**src/rtl/vga_timing_gen.sv**
```systemverilog
// vga_timing_gen: parametrised VGA scan generator feeding a ping-pong line
// buffer. Produces syncs, a wrapping buffer read address, half-buffer refill
// requests, a frame interrupt and a completed-frame counter. Sync and blanking
// are delayed by RAM_LATENCY so they leave aligned with the pixel data.
// Optional build macro: VGA_TEST_PATTERN_EN adds a testMode input that
// replaces active pixels with eight vertical colour bars.
module vga_timing_gen #(
  parameter int unsigned H_ACTIVE    = 640,
  parameter int unsigned H_FP        = 16,
  parameter int unsigned H_SYNC      = 96,
  parameter int unsigned H_BP        = 48,
  parameter int unsigned V_ACTIVE    = 480,
  parameter int unsigned V_FP        = 10,
  parameter int unsigned V_SYNC      = 2,
  parameter int unsigned V_BP        = 33,
  parameter int unsigned HSYNC_POL   = 0,
  parameter int unsigned VSYNC_POL   = 0,
  parameter int unsigned ADDR_W      = 10,
  parameter int unsigned RAM_LATENCY = 1,
  parameter int unsigned FCNT_W      = 16
) (
  input  logic              clk25MHz,
  input  logic              reset,
  input  logic [15:0]       ramData,
`ifdef VGA_TEST_PATTERN_EN
  input  logic              testMode,
`endif
  output logic [ADDR_W-1:0] ramAddr,
  output logic              ramClk,
  output logic [15:0]       vgaData,
  output logic              hsync,
  output logic              vsync,
  output logic              dataReq,
  output logic              reqHalf,
  output logic              frameIrq,
  output logic [FCNT_W-1:0] frameCount
);

  localparam int unsigned H_TOTAL  = H_ACTIVE + H_FP + H_SYNC + H_BP;
  localparam int unsigned V_TOTAL  = V_ACTIVE + V_FP + V_SYNC + V_BP;
  localparam int unsigned HCW      = $clog2(H_TOTAL);
  localparam int unsigned VCW      = $clog2(V_TOTAL);
  localparam int unsigned HS_START = H_ACTIVE + H_FP;
  localparam int unsigned HS_END   = HS_START + H_SYNC;
  localparam int unsigned VS_START = V_ACTIVE + V_FP;
  localparam int unsigned VS_END   = VS_START + V_SYNC;
  localparam int unsigned H_MID    = H_TOTAL / 2;
  localparam logic        HS_ON    = (HSYNC_POL != 0);
  localparam logic        VS_ON    = (VSYNC_POL != 0);
  localparam logic [ADDR_W-1:0] ADDR_HALF = {1'b1, {(ADDR_W-1){1'b0}}};

  // Scan position
  logic [HCW-1:0]    h_cnt_q, h_cnt_d;
  logic [VCW-1:0]    v_cnt_q, v_cnt_d;
  logic [31:0]       h_pos, v_pos;
  logic              h_last, v_last, frame_wrap, active;
  logic              hs_raw, vs_raw;

  // Sync delay pipes; the last stage drives the pin
  logic [RAM_LATENCY-1:0] hs_pipe_q, hs_pipe_d;
  logic [RAM_LATENCY-1:0] vs_pipe_q, vs_pipe_d;

  // Buffer address and refill requests
  logic [ADDR_W-1:0] ram_addr_q, ram_addr_d, addr_inc;
  logic              step_half, step_wrap, pre_lo, pre_hi;
  logic              data_req_q, data_req_d;
  logic              req_half_q, req_half_d;

  // Frame events
  logic              frame_evt;
  logic              frame_irq_q, frame_irq_d;
  logic [FCNT_W-1:0] frame_count_q, frame_count_d;

  // Pixel path
  logic              act_tap;
  logic [15:0]       vga_data_q, vga_data_d;

`ifdef VGA_TEST_PATTERN_EN
  localparam int unsigned BAR_W = (H_ACTIVE / 8 == 0) ? 1 : H_ACTIVE / 8;
  logic [31:0] bar_idx;
  logic [2:0]  bar_raw, bar_tap;

  function automatic logic [15:0] bar_color(input logic [2:0] idx);
    logic [15:0] c;
    case (idx)
      3'd0:    c = 16'hFFFF;
      3'd1:    c = 16'hFFE0;
      3'd2:    c = 16'h07FF;
      3'd3:    c = 16'h07E0;
      3'd4:    c = 16'hF81F;
      3'd5:    c = 16'hF800;
      3'd6:    c = 16'h001F;
      default: c = 16'h0000;
    endcase
    return c;
  endfunction

  // Colour bar index of the current column, clamped to the last bar
  always_comb begin
    bar_idx = h_pos / BAR_W;
    bar_raw = (bar_idx > 32'd7) ? 3'd7 : bar_idx[2:0];
  end
`endif

  // Counter advance, region decode and raw (undelayed) sync levels
  always_comb begin
    h_pos      = 32'(h_cnt_q);
    v_pos      = 32'(v_cnt_q);
    h_last     = (h_pos == H_TOTAL - 1);
    v_last     = (v_pos == V_TOTAL - 1);
    frame_wrap = h_last && v_last;
    h_cnt_d    = h_last ? '0 : h_cnt_q + 1'b1;
    v_cnt_d    = v_cnt_q;
    if (h_last) begin
      v_cnt_d = v_last ? '0 : v_cnt_q + 1'b1;
    end
    active = (h_pos < H_ACTIVE) && (v_pos < V_ACTIVE);
    hs_raw = ((h_pos >= HS_START) && (h_pos < HS_END)) ? HS_ON : ~HS_ON;
    vs_raw = ((v_pos >= VS_START) && (v_pos < VS_END)) ? VS_ON : ~VS_ON;
  end

  // Sync shift registers: register plus RAM_LATENCY-1 further stages
  always_comb begin
    hs_pipe_d = RAM_LATENCY'({hs_pipe_q, hs_raw});
    vs_pipe_d = RAM_LATENCY'({vs_pipe_q, vs_raw});
  end

  // Address stepping and half-buffer refill request decode
  always_comb begin
    addr_inc   = ram_addr_q + 1'b1;
    ram_addr_d = ram_addr_q;
    if (frame_wrap) begin
      ram_addr_d = '0;
    end else if (active) begin
      ram_addr_d = addr_inc;
    end
    // The frame-start reset is not an increment, so it never raises a request
    step_half  = active && !frame_wrap && (addr_inc == ADDR_HALF);
    step_wrap  = active && !frame_wrap && (addr_inc == '0);
    pre_lo     = v_last && (h_pos == 32'd0);
    pre_hi     = v_last && (h_pos == H_MID);
    data_req_d = step_half || step_wrap || pre_lo || pre_hi;
    req_half_d = req_half_q;
    if (step_wrap || pre_hi) begin
      req_half_d = 1'b1;
    end else if (step_half || pre_lo) begin
      req_half_d = 1'b0;
    end
  end

  // Frame interrupt and completed-frame counter at the start of vertical blank
  always_comb begin
    frame_evt     = (h_pos == 32'd0) && (v_pos == V_ACTIVE);
    frame_irq_d   = frame_evt;
    frame_count_d = frame_evt ? frame_count_q + 1'b1 : frame_count_q;
  end

  // Active flag (and bar index) delayed RAM_LATENCY-1 cycles to meet ramData;
  // the output register supplies the final cycle of delay.
  generate
    if (RAM_LATENCY == 1) begin : g_tap_direct
      assign act_tap = active;
`ifdef VGA_TEST_PATTERN_EN
      assign bar_tap = bar_raw;
`endif
    end else begin : g_tap_pipe
      logic [RAM_LATENCY-2:0] act_pipe_q, act_pipe_d;
`ifdef VGA_TEST_PATTERN_EN
      logic [3*(RAM_LATENCY-1)-1:0] bar_pipe_q, bar_pipe_d;
`endif

      // Shift the active flag (and bar index) one stage per pixel clock
      always_comb begin
        act_pipe_d = (RAM_LATENCY-1)'({act_pipe_q, active});
`ifdef VGA_TEST_PATTERN_EN
        bar_pipe_d = (3*(RAM_LATENCY-1))'({bar_pipe_q, bar_raw});
`endif
      end

      // Delay-pipe registers, cleared on reset
      always_ff @(posedge clk25MHz) begin
        if (reset) begin
          act_pipe_q <= '0;
`ifdef VGA_TEST_PATTERN_EN
          bar_pipe_q <= '0;
`endif
        end else begin
          act_pipe_q <= act_pipe_d;
`ifdef VGA_TEST_PATTERN_EN
          bar_pipe_q <= bar_pipe_d;
`endif
        end
      end

      assign act_tap = act_pipe_q[RAM_LATENCY-2];
`ifdef VGA_TEST_PATTERN_EN
      assign bar_tap = bar_pipe_q[3*(RAM_LATENCY-1)-1 -: 3];
`endif
    end
  endgenerate

  // Output pixel mux: blank outside the delayed active region
  always_comb begin
    vga_data_d = 16'h0000;
    if (act_tap) begin
`ifdef VGA_TEST_PATTERN_EN
      vga_data_d = testMode ? bar_color(bar_tap) : ramData;
`else
      vga_data_d = ramData;
`endif
    end
  end

  // State registers; reset wins over every other event on the same edge
  always_ff @(posedge clk25MHz) begin
    if (reset) begin
      h_cnt_q       <= '0;
      v_cnt_q       <= '0;
      hs_pipe_q     <= {RAM_LATENCY{~HS_ON}};
      vs_pipe_q     <= {RAM_LATENCY{~VS_ON}};
      ram_addr_q    <= '0;
      data_req_q    <= 1'b0;
      req_half_q    <= 1'b0;
      frame_irq_q   <= 1'b0;
      frame_count_q <= '0;
      vga_data_q    <= 16'h0000;
    end else begin
      h_cnt_q       <= h_cnt_d;
      v_cnt_q       <= v_cnt_d;
      hs_pipe_q     <= hs_pipe_d;
      vs_pipe_q     <= vs_pipe_d;
      ram_addr_q    <= ram_addr_d;
      data_req_q    <= data_req_d;
      req_half_q    <= req_half_d;
      frame_irq_q   <= frame_irq_d;
      frame_count_q <= frame_count_d;
      vga_data_q    <= vga_data_d;
    end
  end

  assign ramClk     = clk25MHz;
  assign ramAddr    = ram_addr_q;
  assign hsync      = hs_pipe_q[RAM_LATENCY-1];
  assign vsync      = vs_pipe_q[RAM_LATENCY-1];
  assign dataReq    = data_req_q;
  assign reqHalf    = req_half_q;
  assign frameIrq   = frame_irq_q;
  assign frameCount = frame_count_q;
  assign vgaData    = vga_data_q;

endmodule

```
**config.mk**
```make
export PLATFORM = sky130hd
export DESIGN_NAME = vga_timing_gen
export DESIGN_NICKNAME = d
export VERILOG_FILES = /design/src/rtl/vga_timing_gen.sv
export SDC_FILE = /design/constraint.sdc
export NUM_CORES = 1
export LEC_CHECK = 0
export BUFFER_PORTS_ARGS = -buffer_cell sky130_fd_sc_hd__buf_2
export CAP_MARGIN = 10
export CORE_MARGIN = 2
export CORE_UTILIZATION = 35
export CTS_CLUSTER_SIZE = 30
export DETAILED_ROUTE_END_ITERATION = 7
export RECOVER_POWER = 50
export SLEW_MARGIN = 40
export SYNTH_ARGS = -nofsm -noshare
export SYNTH_HDL_FRONTEND = slang
export SYNTH_SLANG_ARGS = --single-unit
```
**constraint.sdc**
```tcl
create_clock -name clk25MHz -period 2.3 [get_ports clk25MHz]
set_clock_uncertainty 0.1 [all_clocks]
set_input_delay 0.23 -clock clk25MHz [delete_from_list [all_inputs] [get_ports clk25MHz]]
set_output_delay 0.23 -clock clk25MHz [all_outputs]
set_load 0.03 [all_outputs]
```
# Yosys cells after proc, flatten, opt, wreduce, memory -nomap -nowiden
# Index checks and enable logic that the tools add are counted.
[op_classes]
order_cmp = 6
bitwise = 1
n_addsub = 4
eq_ne = 5
mux = 5
n_reduce_logical = 22
[op_table]
columns = ["operator", "count"]
rows = [
  ["logical NOT 32 bit", 1],
  ["adder 10 x 1 -> 10 bit, second input constant", 3],
  ["equality test 10 bit, second input constant", 3],
  ["equality test 10 x 9 -> 1 bit, second input constant", 2],
  ["less-than comparator 10 bit, second input constant", 2],
  ["less-than comparator 10 x 9 -> 1 bit, second input constant", 2],
  ["adder 16 x 1 -> 16 bit, second input constant", 1],
  [">= comparator 10 bit, second input constant", 1],
  [">= comparator 10 x 9 -> 1 bit, second input constant", 1],
  ["logical AND 1 bit", 10],
  ["logical NOT 10 bit", 1],
  ["2-to-1 mux 10 bit", 1],
  ["OR reduction 2 bit", 3],
  ["logical OR 1 bit", 5],
  ["2-to-1 mux 1 bit", 4],
  ["nonzero test 2 bit", 1],
  ["logical NOT 1 bit", 1],
  ["NOT 1 bit", 1],
]
[totals]
ff_bits = 67
output_inout_bits = 48
in_bits = 18
word_cells = 53

# Longest topological paths before layout
# Gate-level depths: netlist of run 1.
[logic_depth]
word_depth = 8
depth_mapped = 8
ltp_nobuf = 7

==> results of run 1 <==
-- report_power, final --
group / internal (W) / switching, W
clock network: 0.000762 / 0.000518
logic: 0.0000743 / 0.000106
registers: 0.00119 / 0.0000174
-- critical path: cells and delay by family, from the launching register on --
kind / cells / cell delay [ps]
AOI/OAI and AO/OA: 1 / 350
DFF: 1 / 430
muxes: 1 / 130
and+or+nand+nor: 2 / 680
adders and majority gates: 1 / 240
-- cell usage after synthesis, types with 3 or more instances --
cell type                  number
sky130_fd_sc_hd__clkbuf_1      10
sky130_fd_sc_hd__and4_1         5
sky130_fd_sc_hd__inv_1         10
sky130_fd_sc_hd__dfxtp_1       67
sky130_fd_sc_hd__nor2_1        36
sky130_fd_sc_hd__xor2_1        20
sky130_fd_sc_hd__nand3_1       13
sky130_fd_sc_hd__xnor2_1       16
sky130_fd_sc_hd__buf_4          3
sky130_fd_sc_hd__and3_1        23
sky130_fd_sc_hd__nor3_1         8
sky130_fd_sc_hd__a21oi_1       14
sky130_fd_sc_hd__ha_1           7
sky130_fd_sc_hd__nand2_1       19
sky130_fd_sc_hd__and2_1         4
sky130_fd_sc_hd__nor4_1         4
sky130_fd_sc_hd__o21ai_0       11
sky130_fd_sc_hd__buf_2          3
sky130_fd_sc_hd__or3_1         11
sky130_fd_sc_hd__nand4_1       15
-- metal layers --
metal  routed length [um]  up-vias  global-route usage [%]
li1                     -     1325                       -
met1                 3100     1187                    17.6
met2                 3210       55                    23.9
met3                  282        5                    4.46
met4                   94        0                    7.58
met5                    0        -                       0
-- path summary, 6_finish.rpt --
path                                      end  slack (ps)
worst max-delay path                  reqHalf         250
worst min-delay path            frameCount[1]         190
worst max register to register        reqHalf         250
worst min register to register          vsync         380
-- through the flow --
stage / power (W) / area [sq um]
after floorplan: 0.00141 / 3030
after global placement: 0.00145 / 3460
after detailed placement: 0.00145 / 3460
after CTS: 0.00272 / 3890
after global routing: 0.00277 / 3820
final: 0.00266 / 3820
-- registers in the layout (all words and copies together) (netlist names) --
name / flops
v_cnt_q: 10
vgaData: 16
frameIrq: 1
hsync: 1
h_cnt_q: 10
vsync: 1
dataReq: 1
reqHalf: 1
ramAddr: 10
frameCount: 16
-- cell type report --
type | instances | area (sq um) | share of cell area [%]
inverter | 10 | 37.5 | 0.983
multi-input combinational | 236 | 1550 | 40.6
clock buffer | 14 | 184 | 4.82
clock inverter | 6 | 88.8 | 2.33
sequential | 67 | 1340 | 35.1
tap | 105 | 131 | 3.44
timing repair buffer | 88 | 487 | 12.7
-- cells by family (layout without fill, tap and decap cells) --
| family | count (synthesis) | after routing |
|---|---|---|
| AO/OA/AOI/OAI | 33 | 33 |
| AND/OR/NAND/NOR | 158 | 158 |
| XOR/XNOR | 36 | 36 |
| multiplexers | 2 | 2 |
| adder cells (fa/ha/maj) | 7 | 7 |
| flip-flops | 67 | 67 |
| buffers and inverters | 28 | 118 |
-- timing repair --
item | 4_1_cts | 5_1_grt
hold buffers | 16 | 0
gates resized for setup | 0 | 0
hold endpoints to repair | 16 | 0
buffers inserted | 0 | 0
==> impl.org, run 1 <==
** Run status
- Run status :: completed

** Final layout
- Measured on the finished design, the core utilization comes to 46.0%.
- Post-route non-filler standard cell count :: 526
- Leading cell type in the layout, fill and taps excluded :: sky130_fd_sc_hd__dfxtp_1
- In the final layout, the share of cells above drive strength 1 is 14.3%.
- Final-stage net count :: 441
- Leaving out fill and tap cells, the most frequent cells in the layout are sky130_fd_sc_hd__dfxtp_1 (67), sky130_fd_sc_hd__clkbuf_1 (43), sky130_fd_sc_hd__nor2_1 (36).
- Relative to the synthesized area, the layout overhead comes to 25.9%.
- The number of antenna diodes in the final layout is 0.
- The filler cells instantiated in the layout total 815.

** Placed design
- Count of buffers inserted at the top-level ports :: 65
- Detailed placer's ending HPWL :: 4600 um
- Counting tap cells, the placed design contains a total of 491 instances.
- The congestion estimate from routability-driven global placement came to 0.792.
- Before CTS, the worst setup slack after placement is 251 ps.

** Synthesis
- Summing the areas of all fa, ha and maj instances in the mapped netlist gives 2.89% of the synthesized area.
- Yosys printed 0 warnings.
- The synthesized design contains 67 register bits.
- Yosys attributes the largest share of cell area to sky130_fd_sc_hd__dfxtp_1 (44%), sky130_fd_sc_hd__xor2_1 (5.8%), sky130_fd_sc_hd__and3_1 (4.7%), sky130_fd_sc_hd__xnor2_1 (4.6%), sky130_fd_sc_hd__nor2_1 (4.5%).
- Synthesis instantiated 48 different standard cells from the library.
- Main flop type after synthesis :: sky130_fd_sc_hd__dfxtp_1
- Xor and xnor fraction of the mapped netlist area :: 10.4%
- Of the post-synthesis cell area, the dominant cell type holds 44.2%.
- Number of enable flip-flop cells after synthesis :: 0
- Async S/R FF share, synth :: 0%
- The cell count after synthesis came out at 331.
- Net count after synthesis :: 356
- Largest family of logic cells by synthesized area :: simple AND/OR/NAND/NOR gates
- Sequential cell area fraction in the yosys report :: 44.2%
- Summing the areas of all compound-gate instances in the mapped netlist gives 6.23% of the synthesized area.
- Avg Inst Size Synth :: 9.16 sq um
- Summing the areas of all and, or, nand and nor instances in the mapped netlist gives 31.4% of the synthesized area.
- The synthesized design spends more area on one cell type than any other, namely sky130_fd_sc_hd__dfxtp_1.
- Multiplexer cells account for 0.660% of the synthesized area.
- The cell area that synthesis handed to floorplanning was 3030 sq um.

** Worst setup path
- Critical-path cell list :: ha_1, nand3_1, o31a_1, or4_4, mux2i_1
- The worst setup path is launched from a flop.
- The largest single stage delay on the critical path is 490 ps.
- Tracing the worst setup path back leads to its startpoint at ramAddr[0].
- By startpoint and endpoint, the worst setup path is classified as reg -> reg.
- At the worst endpoint, the required time is 2520 ps.
- Depth of the worst register-to-register path :: 5
- The slowest stage of the critical path belongs to the cell sky130_fd_sc_hd__or4_4.
- Worst EP arrival :: 2270 ps
- Worst-path maximum fanout :: 6
- STA classifies the critical path endpoint as a flop.
- Crit Reg-Reg Startpoint :: ramAddr[0]

** Global routing
- GRT Resource Usage Total :: 14.7%
- GR Overflow Total :: 0
- Antenna violations before repair :: 0
- The number of global-route vias before repair is 2482.
- First-pass GRT wire length :: 11300 um
- Largest net degree at the start of global routing :: 31

** STA
- Highest clock rate :: 489 MHz
- The smallest clock period supported by the final layout is computed as 2050 ps.
- The number of max-slew violations in the final report is 0.
- Across all setup checks in the final design, the least slack found is 255 ps.
- Setup violations remaining at the end of the flow were counted as 0.
- Summed negative setup slack over all endpoints :: 0 ps
- The final number of hold-violating endpoints was 0.
- Setup repair after global routing left no endpoint under its margin.
- Dividing the final minimum period by the clock period gives 88.9%.
- Measured slew at the worst slew-check pin :: 549 ps
- Worst hold slack across all endpoints :: 186 ps
- In this run the tightest slew margin relative to its limit is 63.4%.

** Route
- In the routed layout, each cell is associated on average with a via count of 4.89.
- Detail Route Antenna Nets :: 0
- Drt total wl :: 6690 um
- In this run, the number of DRC markers left after iteration 0 of detailed routing was 98.
- After detailed routing, the average wire length per cell comes to 12.7 um.
- Number of remaining DRC errors :: 0
- For this run, the detailed router's first-pass iteration total came to 4.
- Summing over every cut layer, the via total after detailed routing is 2572.

** Power and ir drop
- Power density relative to cell area :: 697 nW/um^2
- Leakage power of the design :: 1.47 nW
- Peak supply drop :: 0.312 mV

** Die
- Die area :: 9430 sq um
- The initialized floorplan defines 33 standard-cell rows.
- Die Span X :: 97.1 um
- Height of the die :: 97.1 um
- Initial standard-cell utilization of the core :: 36.5%
- For this design the top-level I/O count stands at 66.
- Core region area :: 8300 sq um

** Clock network
- After clock tree synthesis, the clock-pin slew on the worst setup and hold paths is 80 ps.
- Clock latency reported for the late side of the worst-skew pair :: 440 ps
- TritonCTS built the clock tree.

** Run
- Max-capacitance violation count :: 0

** Min path
- Cell depth of the worst min-delay path :: 3
- The worst hold path begins at reset.
- The min-delay analysis places its worst path in the category in -> reg.
No activity file was read; power rests on OpenSTA's default activity.
==> inputs of run 2 (changes only) <==
- CORE_MARGIN: 2 -> default
==> run 2 against run 1 <==
Net effect: clock power fell by 6%; cell area fell by 0.20%; non-clock buffer count did not move; routed wire length rose by 0.30%; critical path depth did not move; first-iteration DRC count rose by 9.2%; clock-buffer cell count rose by 2; largest cell class unchanged.
==> impl.org, run 2 (same netlist as run 1, synthesis figures left out) <==
** Placed design
- Port buffering added 65 buffers.
- Detailed placer's ending HPWL :: 4550 um
- Final RePlAce weighted congestion :: 0.826

** Worst setup path
- The worst register-to-register path begins at ramAddr[0].
- Worst EP arrival :: 2280 ps
- Type of destination of the critical path :: flop
- Required arrival time at the worst endpoint :: 2530 ps
- The critical path is of the reg -> reg type.
- The worst register-to-register path ends at reqHalf.
- Worst-path maximum fanout :: 6
- Depth of the worst register-to-register path :: 5
- Startpoint Class :: flop
- In this run the register-to-register setup slack is 250 ps.

** Route
- After detailed routing, the number of remaining DRC violations is 0.
- Using the TritonRoute via totals, the vias-per-cell ratio works out to 4.92.
- Iteration-0 DRC Markers :: 107
- In this run the remaining antenna-violating nets after routing total 0.
- The pre-antenna-repair detailed-routing pass consisted of 4 iterations.
- For this block, the via count after detailed routing is 2586.
- The routed design has 6710 um of wire.
- Post-detailed-route wirelength per cell :: 12.8 um

** Global routing
- GR Overflow Total :: 0
- GRT Resource Usage Total :: 15.5%
- Largest net degree at the start of global routing :: 31
- The initial antenna violation count is 0.
- The number of global-route vias before repair was 2344.
- First-pass GRT wire length :: 10800 um

** Final layout
- The multi-input combinational cells in the finished layout cover a total of 1560 sq um.
- 0 antenna diodes ended up in the layout.
- The library cell used most frequently in the layout, excluding fill and tap cells, is sky130_fd_sc_hd__dfxtp_1.
- From synthesis to final layout, the design area changed by 25.7%.
- Share of the core filled with cells in the final layout :: 45.9%
- The layout has 822 filler cells.
- Ratio of cells with drive above 1 in the final layout :: 13.5%
- Leading cell types in the layout, fill and taps excluded :: sky130_fd_sc_hd__dfxtp_1 (67), sky130_fd_sc_hd__clkbuf_1 (47), sky130_fd_sc_hd__nor2_1 (36)
- In the final design database the tool counted 441 nets.
- Area taken by flip-flops and latches :: 1340 sq um

** STA
- Headroom to the max-slew limit came out at 63.1%.
- The final number of hold-violating endpoints came to 0.
- The number of max-slew violations in the final report came to 0.
- Measured slew at the worst slew-check pin :: 552 ps
- Ratio of final minimum period to clock period :: 89.2%
- Summed negative setup slack over all endpoints :: 0 ps
- Final critical delay including setup and external delays :: 2050 ps
- Final-report setup violation count :: 0
- Highest clock rate :: 488 MHz
- RSZ-0062 raised after global routing :: no

** Die
- The floorplan step set the die height to 95.1 um.
- Die area :: 9040 sq um
- Number of placed I/O pins :: 66
- In this run the core area contains 33 standard-cell rows.
- The region available for standard cell placement spans 8300 sq um.
- The initial utilization of the core area, before any placement, comes to 36.5%.
- Die Span X :: 95.1 um

** Power and ir drop
- The clock network burns 46.5% of the power.
- Net switching is 23.9% of the power.
- Summed over all cells, the static leakage comes to 1.46 nW.
- Sequential Power Share :: 46.6%
- In this run the power density over the cells is 679 nW/um^2.
- Cell internal power dissipation :: 0.00197 W
- VDD sags by at most 0.354 mV.
- The analysis attributes to net switching a power of 0.000618 W.
- The share of total power dissipated in combinational logic is 7.0%.

** Clock network
- Clock input transition at the sequential cells of the worst setup and hold paths :: 70 ps
- Post-CTS timing repair inserted 0 buffers for setup.
- Clock tree from TritonCTS :: built
- The later pin in the worst-skew pair is clocked with a latency of 430 ps.
- Gates resized during post-CTS repair numbered 0.

** Min path
- Along the worst hold path, the cell count comes to 3.
- The path with the worst hold slack has its endpoint at h_cnt_q[2].
- The worst hold path begins at reset.
- Path type of the worst min-delay path :: in -> reg

** Run status
- The run finished with clean final reports.

** Run
- The tool flagged a number of max-cap violations equal to 0.
## run 2: metal layers
metal  track usage, %  vias up  share of wire [%]
li1                 -     1323                  -
met1             19.2     1211                 48
met2             24.3       45                 47
met3             4.78        7                3.9
met4             7.70        0                1.4
met5                0        -                  0
## run 2: power groups by stage
stage | Combinational [W] | Sequential (W) | Clock [W]
floorplan | 0.0000737 | 0.00127 | 0.0000651
global placement | 0.000165 | 0.00123 | 0.0000548
detailed placement | 0.000166 | 0.00123 | 0.0000548
CTS | 0.000188 | 0.00120 | 0.00124
global route | 0.000198 | 0.00121 | 0.00130
finish | 0.000180 | 0.00120 | 0.00120
## run 2: area by class of cell
type                            count  area share (%)
Inverter                           10           0.985
Sequential cell                    67            35.2
Clock inverter                      4            1.25
Timing Repair Buffer               88            12.6
Multi-Input combinational cell    236            40.9
Tap cell                          105            3.45
Clock buffer                       16            5.55
## run 2: stage by stage
stage                     std cells  worst slack (ps)  power [W]  hold slack (ps)  cell area, sq um
after global placement          491               337    0.00145              297              3460
after CTS                       526               256    0.00263              175              3870
after floorplan                 331               146    0.00141              262              3030
after detailed placement        491               262    0.00145              297              3460
final                           526               249    0.00259              193              3810
after global routing            526               149    0.00270              185              3810
## run 2: worst max-delay path by stage
| stage | from | end | slack (ps) | cells past startpoint |
|---|---|---|---|---|
| final | ramAddr[0] | reqHalf | 250 | 5 |
| after global routing | h_cnt_q[0] | frameCount[13] | 150 | 7 |
| after CTS | ramAddr[0] | reqHalf | 260 | 5 |
| after detailed placement | ramAddr[0] | reqHalf | 260 | 5 |
| after global placement | ramAddr[0] | reqHalf | 340 | 5 |
| after floorplan | ramAddr[0] | reqHalf | 150 | 5 |
## run 2: critical path: stages (launching register included)
cell	delay, ps
sky130_fd_sc_hd__dfxtp_1	430
sky130_fd_sc_hd__ha_1	240
sky130_fd_sc_hd__nand3_1	200
sky130_fd_sc_hd__o31a_1	350
sky130_fd_sc_hd__or4_4	490
sky130_fd_sc_hd__mux2i_1	130
## run 2: what timing repair did
item	in CTS	in global routing
hold buffers	16	0
endpoints found under the setup margin	0	0
endpoints found under the hold margin	16	0
